File: src/rtl/crc_pkg.sv
// Shared types, constants and the CRC step function for the serial CRC framer.
// The step function works on a fixed 16-bit container so one definition serves every width.
package crc_pkg;

    typedef enum logic [1:0] {
        DATA  = 2'd0,
        CRC   = 2'd1,
        TRAIL = 2'd2
    } state_t;

    localparam int CRC_MAXW = 16;
    localparam logic [5:0] CRC6_TRK_POLY = 6'b100101;

    // Non-reflected, one-bit LFSR step; only the low w bits of the result are meaningful.
    function automatic logic [CRC_MAXW-1:0] crc_step(
        input logic [CRC_MAXW-1:0] crc,
        input logic                din,
        input logic [CRC_MAXW-1:0] poly,
        input logic [4:0]          w
    );
        logic [CRC_MAXW-1:0] mask;
        logic                fb;
        mask = (CRC_MAXW'(1) << w) - CRC_MAXW'(1);
        fb   = crc[4'(w - 5'd1)] ^ din;
        return ((crc << 1) ^ (fb ? poly : '0)) & mask;
    endfunction

endpackage

File: src/rtl/crc_serial_framer.sv
// Bit-serial CRC framer: passes a packet through with one clock of latency, then appends
// the CRC (MSB first) and NTRAIL 1-bits; in check mode it flags a non-zero residue instead.
//
//   state | meaning
//   DATA  | pass-through of packet bits, idle when Valid is low
//   CRC   | shifting the CRC register out MSB first
//   TRAIL | emitting the trailer 1-bits
module crc_serial_framer
    import crc_pkg::*;
#(
    parameter int           W      = 6,
    parameter logic [W-1:0] POLY   = W'(CRC6_TRK_POLY),
    parameter logic [W-1:0] INIT   = '0,
    parameter int           NTRAIL = 2
) (
    input  logic Clock,
    input  logic Reset,
    input  logic Din,
    input  logic Valid,
    input  logic Stop,
    input  logic Mode,
    output logic Dout,
    output logic Dval,
    output logic Busy,
    output logic Done,
    output logic CrcErr
);

    localparam int CMAX = (W > NTRAIL) ? ((W > 2) ? W : 2) : ((NTRAIL > 2) ? NTRAIL : 2);
    localparam int CW   = $clog2(CMAX);
    localparam logic [CW-1:0] CNT_CRC_LAST   = CW'(W - 1);
    localparam logic [CW-1:0] CNT_TRAIL_LAST = (NTRAIL > 0) ? CW'(NTRAIL - 1) : '0;

    state_t              state;
    logic [W-1:0]        crc;
    logic [CW-1:0]       cnt;
    logic [CRC_MAXW-1:0] step_full;
    logic [W-1:0]        crc_next;

    assign step_full = crc_step(CRC_MAXW'(crc), Din, CRC_MAXW'(POLY), 5'(W));
    assign crc_next  = step_full[W-1:0];
    assign Busy      = (state != DATA);

    always_ff @(posedge Clock) begin
        if (Reset) begin
            state  <= DATA;
            crc    <= INIT;
            cnt    <= '0;
            Dout   <= 1'b0;
            Dval   <= 1'b0;
            Done   <= 1'b0;
            CrcErr <= 1'b0;
        end else begin
            Done <= 1'b0;
            case (state)
                DATA: begin
                    if (Valid) begin
                        Dout <= Din;
                        Dval <= 1'b1;
                        crc  <= crc_next;
                        if (Stop) begin
                            if (Mode) begin
                                Done   <= 1'b1;
                                CrcErr <= (crc_next != '0);
                                crc    <= INIT;
                            end else begin
                                state <= CRC;
                                cnt   <= '0;
                            end
                        end
                    end else begin
                        Dout <= 1'b0;
                        Dval <= 1'b0;
                    end
                end
                CRC: begin
                    Dout <= crc[W-1];
                    Dval <= 1'b1;
                    crc  <= crc << 1;
                    cnt  <= cnt + 1'b1;
                    if (cnt == CNT_CRC_LAST) begin
                        cnt <= '0;
                        if (NTRAIL == 0) begin
                            state  <= DATA;
                            Done   <= 1'b1;
                            CrcErr <= 1'b0;
                            crc    <= INIT;
                        end else begin
                            state <= TRAIL;
                        end
                    end
                end
                TRAIL: begin
                    Dout <= 1'b1;
                    Dval <= 1'b1;
                    cnt  <= cnt + 1'b1;
                    if (cnt == CNT_TRAIL_LAST) begin
                        cnt    <= '0;
                        state  <= DATA;
                        Done   <= 1'b1;
                        CrcErr <= 1'b0;
                        crc    <= INIT;
                    end
                end
                default: state <= DATA;
            endcase
        end
    end

endmodule

File: config.mk
export PLATFORM = sky130hd
export DESIGN_NAME = crc_serial_framer
export DESIGN_NICKNAME = d
export VERILOG_FILES = /design/src/rtl/crc_pkg.sv /design/src/rtl/crc_serial_framer.sv
export SDC_FILE = /design/constraint.sdc
export NUM_CORES = 1
export LEC_CHECK = 0
export CAP_MARGIN = 0
export CORE_MARGIN = 5
export CORE_UTILIZATION = 50
export DETAILED_ROUTE_END_ITERATION = 10
export GPL_ROUTABILITY_DRIVEN = 0
export PLACE_DENSITY = 0.73
export SETUP_SLACK_MARGIN = 0.02
export SLEW_MARGIN = 30
export SYNTH_ARGS = -nofsm -noshare
export SYNTH_HDL_FRONTEND = slang
export SYNTH_SLANG_ARGS = --single-unit
File: constraint.sdc
create_clock -name Clock -period 4.8 [get_ports Clock]
set_input_delay 0.72 -clock Clock [delete_from_list [all_inputs] [get_ports Clock]]
set_output_delay 0.72 -clock Clock [all_outputs]
set_load 0.01 [all_outputs]
Word level (Yosys, flattened, before mapping)
Index checks and enable logic that the tools add are counted.
{"block": "op_classes", "eq_ne": 10, "order_cmp": 0, "reduce_logical": 11, "n_addsub": 1, "shift": 0, "n_bitwise": 2, "n_mux": 32, "div_mod_pow": 0, "multipliers": 0}
{"cell": "two-way mux 6 bit", "n": 5}
{"cell": "one-hot mux 6 bit (3 select lines)", "n": 1}
{"cell": "two-way mux 3 bit", "n": 5}
{"cell": "inequality test 2 bit (second input constant)", "n": 6}
{"cell": "two-way mux 1 bit", "n": 10}
{"cell": "two-way mux 2 bit", "n": 5}
{"cell": "AND reduction 5 bit", "n": 2}
{"cell": "one-hot mux 3 bit (3 select lines)", "n": 1}
{"cell": "one-hot mux 1 bit (2 select lines)", "n": 3}
{"cell": "one-hot mux 2 bit (3 select lines)", "n": 1}
{"cell": "nonzero test 2 bit", "n": 3}
{"cell": "nonzero test 6 bit", "n": 1}
{"cell": "XOR 6 bit", "n": 1}
{"cell": "AND reduction 4 bit", "n": 1}
{"cell": "adder 3 x 1 -> 3 bit (second input constant)", "n": 1}
{"cell": "== test 3 x 1 -> 1 bit (second input constant)", "n": 1}
{"cell": "== test 3 bit (second input constant)", "n": 1}
{"cell": "one-hot mux 1 bit (3 select lines)", "n": 1}
{"cell": "AND reduction 3 bit", "n": 1}
{"cell": "nonzero test 3 bit", "n": 1}
{"cell": "== test 2 x 1 -> 1 bit (second input constant)", "n": 1}
{"cell": "== test 2 bit (second input constant)", "n": 1}
{"cell": "logical NOT 2 bit", "n": 1}
{"cell": "OR reduction 2 bit", "n": 1}
{"cell": "XOR 1 bit", "n": 1}
{"block": "word_totals", "ramBits": 0, "rom_bits": 0, "ff_bits": 15, "elab_cells": 63, "latch_bits": 0, "n_memories": 0, "inputBits": 6, "output_inout_bits": 5}

Depth between registers and ports, before layout
Gate-level depths: netlist of run 1.
{"block": "logic_depth", "word_depth": 8, "ltp_mapped": 7, "ltp_nobuf": 6}

Worst setup path after synthesis of run 1
No wires, ideal clock.
{"block": "synth_path", "path_kind": "reg-to-reg", "startpoint": "reg state[1]", "endpoint": "reg state[0]", "stages_incl_launch_ff": 7, "setup_ns": 0.128, "path_buffers": 0, "required_ns": 4.672, "synth_period_minus_slack_ns": 1.835, "path_slack_ns": 2.965, "arrival_ns": 1.707, "path_cell_list": "dfxtp_1 -> inv_1 -> ha_1 -> or4b_1 -> a32oi_2 -> mux2i_1 -> nor2_1"}
{"block": "synth_via", "elab_chain_len": 3, "elab_cells_between_ends": 10, "cone_classes": "7 x eq/ne; 1 x mux; 2 x reduce/logical"}
{"element": "from (decl)", "line_no": "crc_serial_framer.sv:34", "source": "state_t state;"}
{"element": "from (signal assigned)", "line_no": "crc_serial_framer.sv:46", "source": "state <= DATA;"}
{"element": "from (signal assigned)", "line_no": "crc_serial_framer.sv:67", "source": "state <= CRC;"}
{"element": "from (signal assigned)", "line_no": "crc_serial_framer.sv:84", "source": "state <= DATA;"}
{"element": "== test 2 x 1 -> 1 bit, or another cell as far along", "line_no": "crc_serial_framer.sv:55", "source": "case (state)"}
{"element": "inequality test 2 bit (no source line)"}
{"element": "AND reduction 5 bit (no source line)"}
Several ways; a longest one is shown, not always the timed one.
A chain may end at the register's enable or synchronous reset.

Worst setup path in the final report of run 1
{"block": "layout_path", "startpoint": "reg state[0]", "endpoint": "out Busy"}
{"block": "layout_via", "elab_chain_len": 1}
{"element": "nonzero test 2 bit", "line_no": "crc_serial_framer.sv:42", "source": "assign Busy = (state != DATA);"}
{"element": "to (decl)", "line_no": "crc_serial_framer.sv:24", "source": "output logic Busy,"}
Every way passes these cells.

==> results.yml, run 1 <==
status:
  status: "finished clean"
synthesis:
  synth_commonest_cells: "15 x dfxtp_1, 13 x a21oi_1, 12 x nor2_1"
  async_flop_share: 0
  syn_nets: 112
  synthTopCellsByArea: "dfxtp_1 35%, a21oi_1 7.7%, ha_1 7.4%, mux2i_1 5.9%, nor2_1 5.3%"
  netlist_area_um2: 847
  syn_area_per_cell_um2: 8.39
  synth_largest_area_cell: "dfxtp_1"
  synth_top_area_frac: 0.355
  yosys_warnings: 0
  syn_inst: 101
  synth_most_common_cell: "dfxtp_1"
  synth_ff_type: "dfxtp_1"
  synth_edf_count: 0
  synth-seq-cells: 15
  synth_seq_area_share: 0.355
  yosysUniqueCellTypes: 33
worst_setup_path:
  critPathMaxFanout: 5
  crit_arrival_ns: 1.71
  end_kind: "primary output"
  path_class: "flop to primary output"
  startpoint_type: "flop"
  crit_start: "state[0]"
  worstPathRequired_ns: 4.08
  r2r-start: "state[1]"
route:
  drt_iter0_markers: 15
  drt_wl_total_mm: 1.85
  drt_pass1_iterations: 4
  drc: 0
  route.vias.total: 772
  vias_per_cell: 6.03
  wl_per_cell_um: 14.4
  antenna_left: 0
timing:
  fin_crit_sh: 0.507
  fin_crit_ns: 2.43
  rsz0062_at_grt: "false"
  drv_slew: 0
  clock_skew_ns: 0.000837
  tns_ns: 0
  max_freq_mhz: 411
  slew_headroom: 0.602
  setup_violations: 0
  hold_viol: 0
  tightest_slew_ns: 0.595
floorplan:
  die-height_um: 51.2
  chipWidth_um: 51.2
  initial_utilization: 0.543
  io_pins: 11
  core_area_um2: 1560
  dieArea_um2: 2620
  rows: 14
layout:
  diodes: 0
  drive_gt1_frac: 0.0893
  fin_util: 0.630
  stdcell_area_um2: 982
  layoutNonFillerInstCount: 128
  fillers: 151
  area_growth_pct: 16.0
  finalNetCount: 124
global_route:
  grt.total_usage: 0.164
  grt_pass1_wl_mm: 3.24
  grt_pass1_vias: 739
  grt_use_met1: 0.216
  top_usage_layer: "met2"
  grt_max_degree: 16
  grt_use_met3: 0.0320
  grt_use_met2: 0.255
  grt_overflow: 0
  antenna_found_initial: 0
placed_design:
  placed_area_um2: 955
  dp.cells: 124
  port-buffer-count: 10
  hpwl_mm: 1.26
pwr:
  p_seq_frac: 0.359
  power.switching_uw: 176
  ir_worst_vdd_uv: 250
  p_per_area_nw_per_um2: 457
  switching_share: 0.392
  cellLeakagePower_nw: 0.388
  intPower_uw: 273
  p_clk_frac: 0.172
  combPwrFrac: 0.470
worst_hold_path:
  min_from: "CrcErr"
  hp-class: "flop to flop"
cts:
  numCtsBuffers: 3
  cts.sinks: 15
  h-tree-depth: 1
  cts_setup_buffers: 0
  cts_tree: "done"
  clk_path_buf_depth: 2
  clk-insertion-delay-late_ns: 0.30
  cts.root.buffer_cell: "clkbuf_4"
  hold_buffers: 0
  cts_repair_resize_count: 0
  clkTransAtPathRegs_ns: 0.10
run:
  cap_violations: 0
[worst paths after layout]
path               to  slack (ns)  cells after the start
max              Busy        2.37                      4
max reg2reg  state[1]        2.77                      6
min            CrcErr        0.49                      2
min reg2reg    CrcErr        0.49                      2
[final cells by class]
type                            count  area (µm²)  area share
Multi-Input combinational cell     78         515       0.525
Sequential cell                    15         300       0.306
Timing Repair Buffer               10         100       0.102
Clock buffer                        3        22.5      0.0229
Tap cell                           16        20.0      0.0204
Inverter                            5        18.8      0.0191
Clock inverter                      1        5.00     0.00510
[critical path: stages (launching register included)]
cell	delay, ns
dfxtp_1	0.39
inv_1	0.09
ha_1	0.27
inv_1	0.12
clkdlybuf4s50_1	0.54
[per-layer routing]
layer,vias up,part of all wire
met5,-,0
met4,0,0.020
met2,20,0.44
li1,381,-
met1,366,0.49
met3,5,0.055
[cell families (layout without fill, tap and decap cells)]
kind of cell	after synthesis	count (layout)	share of synthesized area
buf+inv	8	19	0.0369
flops	15	15	0.355
mux	6	6	0.0724
simple gates	39	39	0.248
fa+ha+maj	5	5	0.0739
xor+xnor	1	1	0.0103
compound gates	27	27	0.204
[cell usage in the layout (no fill, tap or decap), drive strengths merged, types with 4 or more instances in the layout]
cell	count
o21ai	5
dfxtp	15
ha	5
mux2i	5
inv	5
nor2	12
a21oi	13
nand2	7
clkdlybuf4s50	10
nand3	4
[power by group through the flow]
stage | Combinational (mW) | Sequential, mW | Clock, mW
4_1_cts | 0.208 | 0.161 | 0.0774
2_1_floorplan | 0.153 | 0.163 | 0
3_5_place_dp | 0.204 | 0.164 | 0
5_1_grt | 0.232 | 0.164 | 0.0837
6_report | 0.211 | 0.161 | 0.0772
3_3_place_gp | 0.202 | 0.163 | 0
[through the flow]
stage / hold WS (ns) / setup slack, ns / power (mW)
2_1_floorplan: 0.458 / 2.97 / 0.316
3_3_place_gp: 0.470 / 2.69 / 0.366
3_5_place_dp: 0.484 / 2.68 / 0.368
4_1_cts: 0.501 / 2.36 / 0.447
5_1_grt: 0.525 / 2.29 / 0.480
6_report: 0.494 / 2.37 / 0.449
[registers in the layout, summed over array words and instances (netlist names)]
name / count
crc: 6
cnt: 3
state: 2
CrcErr: 1
Done: 1
Dout: 1
Dval: 1
No activity file was read; power rests on OpenSTA's default activity.
==> run 2: changes to the inputs <==
==> constraint.sdc (replaced) <==
create_clock -name Clock -period 2.4 [get_ports Clock]
set_input_delay 0.36 -clock Clock [delete_from_list [all_inputs] [get_ports Clock]]
set_output_delay 0.36 -clock Clock [all_outputs]
set_load 0.01 [all_outputs]
==> run 2 against run 1 <==
Count of clock-buffer cells in the layout unchanged; clock skew barely moved; core utilization did not move; clock power up 94%; die area unchanged; worst hold slack got worse by 0.0081 ns; sequential power increased by 100%; critical endpoint unchanged; largest cell class unchanged.
==> results.yml, run 2 (same netlist as run 1, synthesis figures left out) <==
status:
  status: "finished clean"
cts:
  cts.sinks: 15
  cts_setup_buffers: 0
  hold_buffers: 0
  cts_repair_resize_count: 0
  clk-insertion-delay-late_ns: 0.29
  numCtsBuffers: 3
  h-tree-depth: 1
  clk_path_buf_depth: 2
  cts.root.buffer_cell: "clkbuf_4"
  clkTransAtPathRegs_ns: 0.09
  cts_tree: "done"
route:
  drc: 0
  antenna_left: 0
  drt_iter0_markers: 19
  wl_per_cell_um: 14.5
  vias_per_cell: 5.75
  drt_wl_total_mm: 1.86
  route.vias.total: 736
  drt_pass1_iterations: 4
worst_setup_path:
  worstPathRequired_ns: 2.04
  end_kind: "primary output"
  crit_arrival_ns: 1.74
  startpoint_type: "flop"
  critPathMaxFanout: 5
  path_class: "flop to primary output"
pwr:
  p_total_uw: 891
  p_per_area_nw_per_um2: 907
  ir_worst_vdd_uv: 579
  cellLeakagePower_nw: 0.388
global_route:
  grt_max_degree: 16
  grt_overflow: 0
  grt.total_usage: 0.163
  grt_pass1_vias: 722
  antenna_found_initial: 0
  grt_pass1_wl_mm: 3.24
layout:
  drive_gt1_frac: 0.0893
  area_growth_pct: 16.0
  largest_register_ffs: 6
  diodes: 0
  layoutNonFillerInstCount: 128
  fin_util: 0.630
  mostFrequentLayoutCell: "dfxtp_1"
  reg_top3: "crc (6), cnt (3), state (2)"
  largest_register: "crc"
  finalNetCount: 124
  mostFrequentLayoutCells: "15 x dfxtp_1, 13 x a21oi_1, 12 x nor2_1"
floorplan:
  chipWidth_um: 51.2
  rows: 14
  core_area_um2: 1560
  io_pins: 11
  die-height_um: 51.2
  initial_utilization: 0.543
  dieArea_um2: 2620
placed_design:
  hpwl_mm: 1.27
  dp.cells: 124
  port-buffer-count: 10
timing:
  slew_headroom: 0.634
  max_freq_mhz: 476
  fin_crit_ns: 2.10
  drv_slew: 0
  tns_ns: 0
  hold_viol: 0
  tightest_slew_ns: 0.547
  clock_skew_ns: 0.000939
  fin_crit_sh: 0.875
  setup_violations: 0
  rsz0062_at_grt: "false"
worst_hold_path:
  hp-class: "flop to flop"
run:
  cap_violations: 0
## run 2: final cells by class
class	count	area [µm²]
flip-flops and latches	15	300
multi-input cells	78	515
clock buffers	3	22.5
fillers	149	577
clock inverters	1	5.00
repair buffers	10	100
well taps	16	20.0
inverters	5	18.8
## run 2: power by group
part	total, mW	internal [mW]	switching [mW]
clock network	0.150	0.0621	0.0878
logic	0.419	0.194	0.225
registers	0.323	0.290	0.0327
## run 2: worst max-delay path, stage by stage, from the launching register on
cell and delay (ns):
dfxtp_1 0.39, inv_1 0.10, ha_1 0.28, inv_1 0.13, clkdlybuf4s50_1 0.55
## run 2: through the flow
step	setup WS, ns	area [µm²]	hold slack [ns]
after floorplan	0.565	847	0.429
after global placement	0.481	955	0.469
after detailed placement	0.413	955	0.477
after CTS	0.295	982	0.492
after global routing	0.195	982	0.522
final	0.300	982	0.486
## run 2: path summary, 6_finish.rpt
| kind | to | cells past startpoint | startpoint | slack [ns] |
|---|---|---|---|---|
| worst max-delay path | Busy | 4 | state[0] | 0.30 |
| worst min-delay path | CrcErr | 2 | CrcErr | 0.49 |
| worst max register to register | state[1] | 6 | state[1] | 0.34 |
| worst min register to register | CrcErr | 2 | CrcErr | 0.49 |
## run 2: routing by layer
metal	up-vias	routed length, µm	track usage
met4	0	42	0.103
met2	26	816	0.247
met1	326	893	0.210
met5	-	0	0
li1	379	-	-
met3	5	105	0.0349
==> run 3: changes to the inputs <==
==> constraint.sdc (replaced) <==
create_clock -name Clock -period 2.51 [get_ports Clock]
set_input_delay 0.3765 -clock Clock [delete_from_list [all_inputs] [get_ports Clock]]
set_output_delay 0.3765 -clock Clock [all_outputs]
set_load 0.01 [all_outputs]
==> results of run 3 <==
The final DEF is identical to that of run 2. Status: finished clean.
Main changes from that run: setup slack after placement 0.413 ns -> 0.523 ns; setup slack after layout 0.300 ns -> 0.393 ns; register-to-register setup slack 0.34 ns -> 0.45 ns; total power 0.891 mW -> 0.852 mW; worst IR drop on VDD 579 µV -> 553 µV
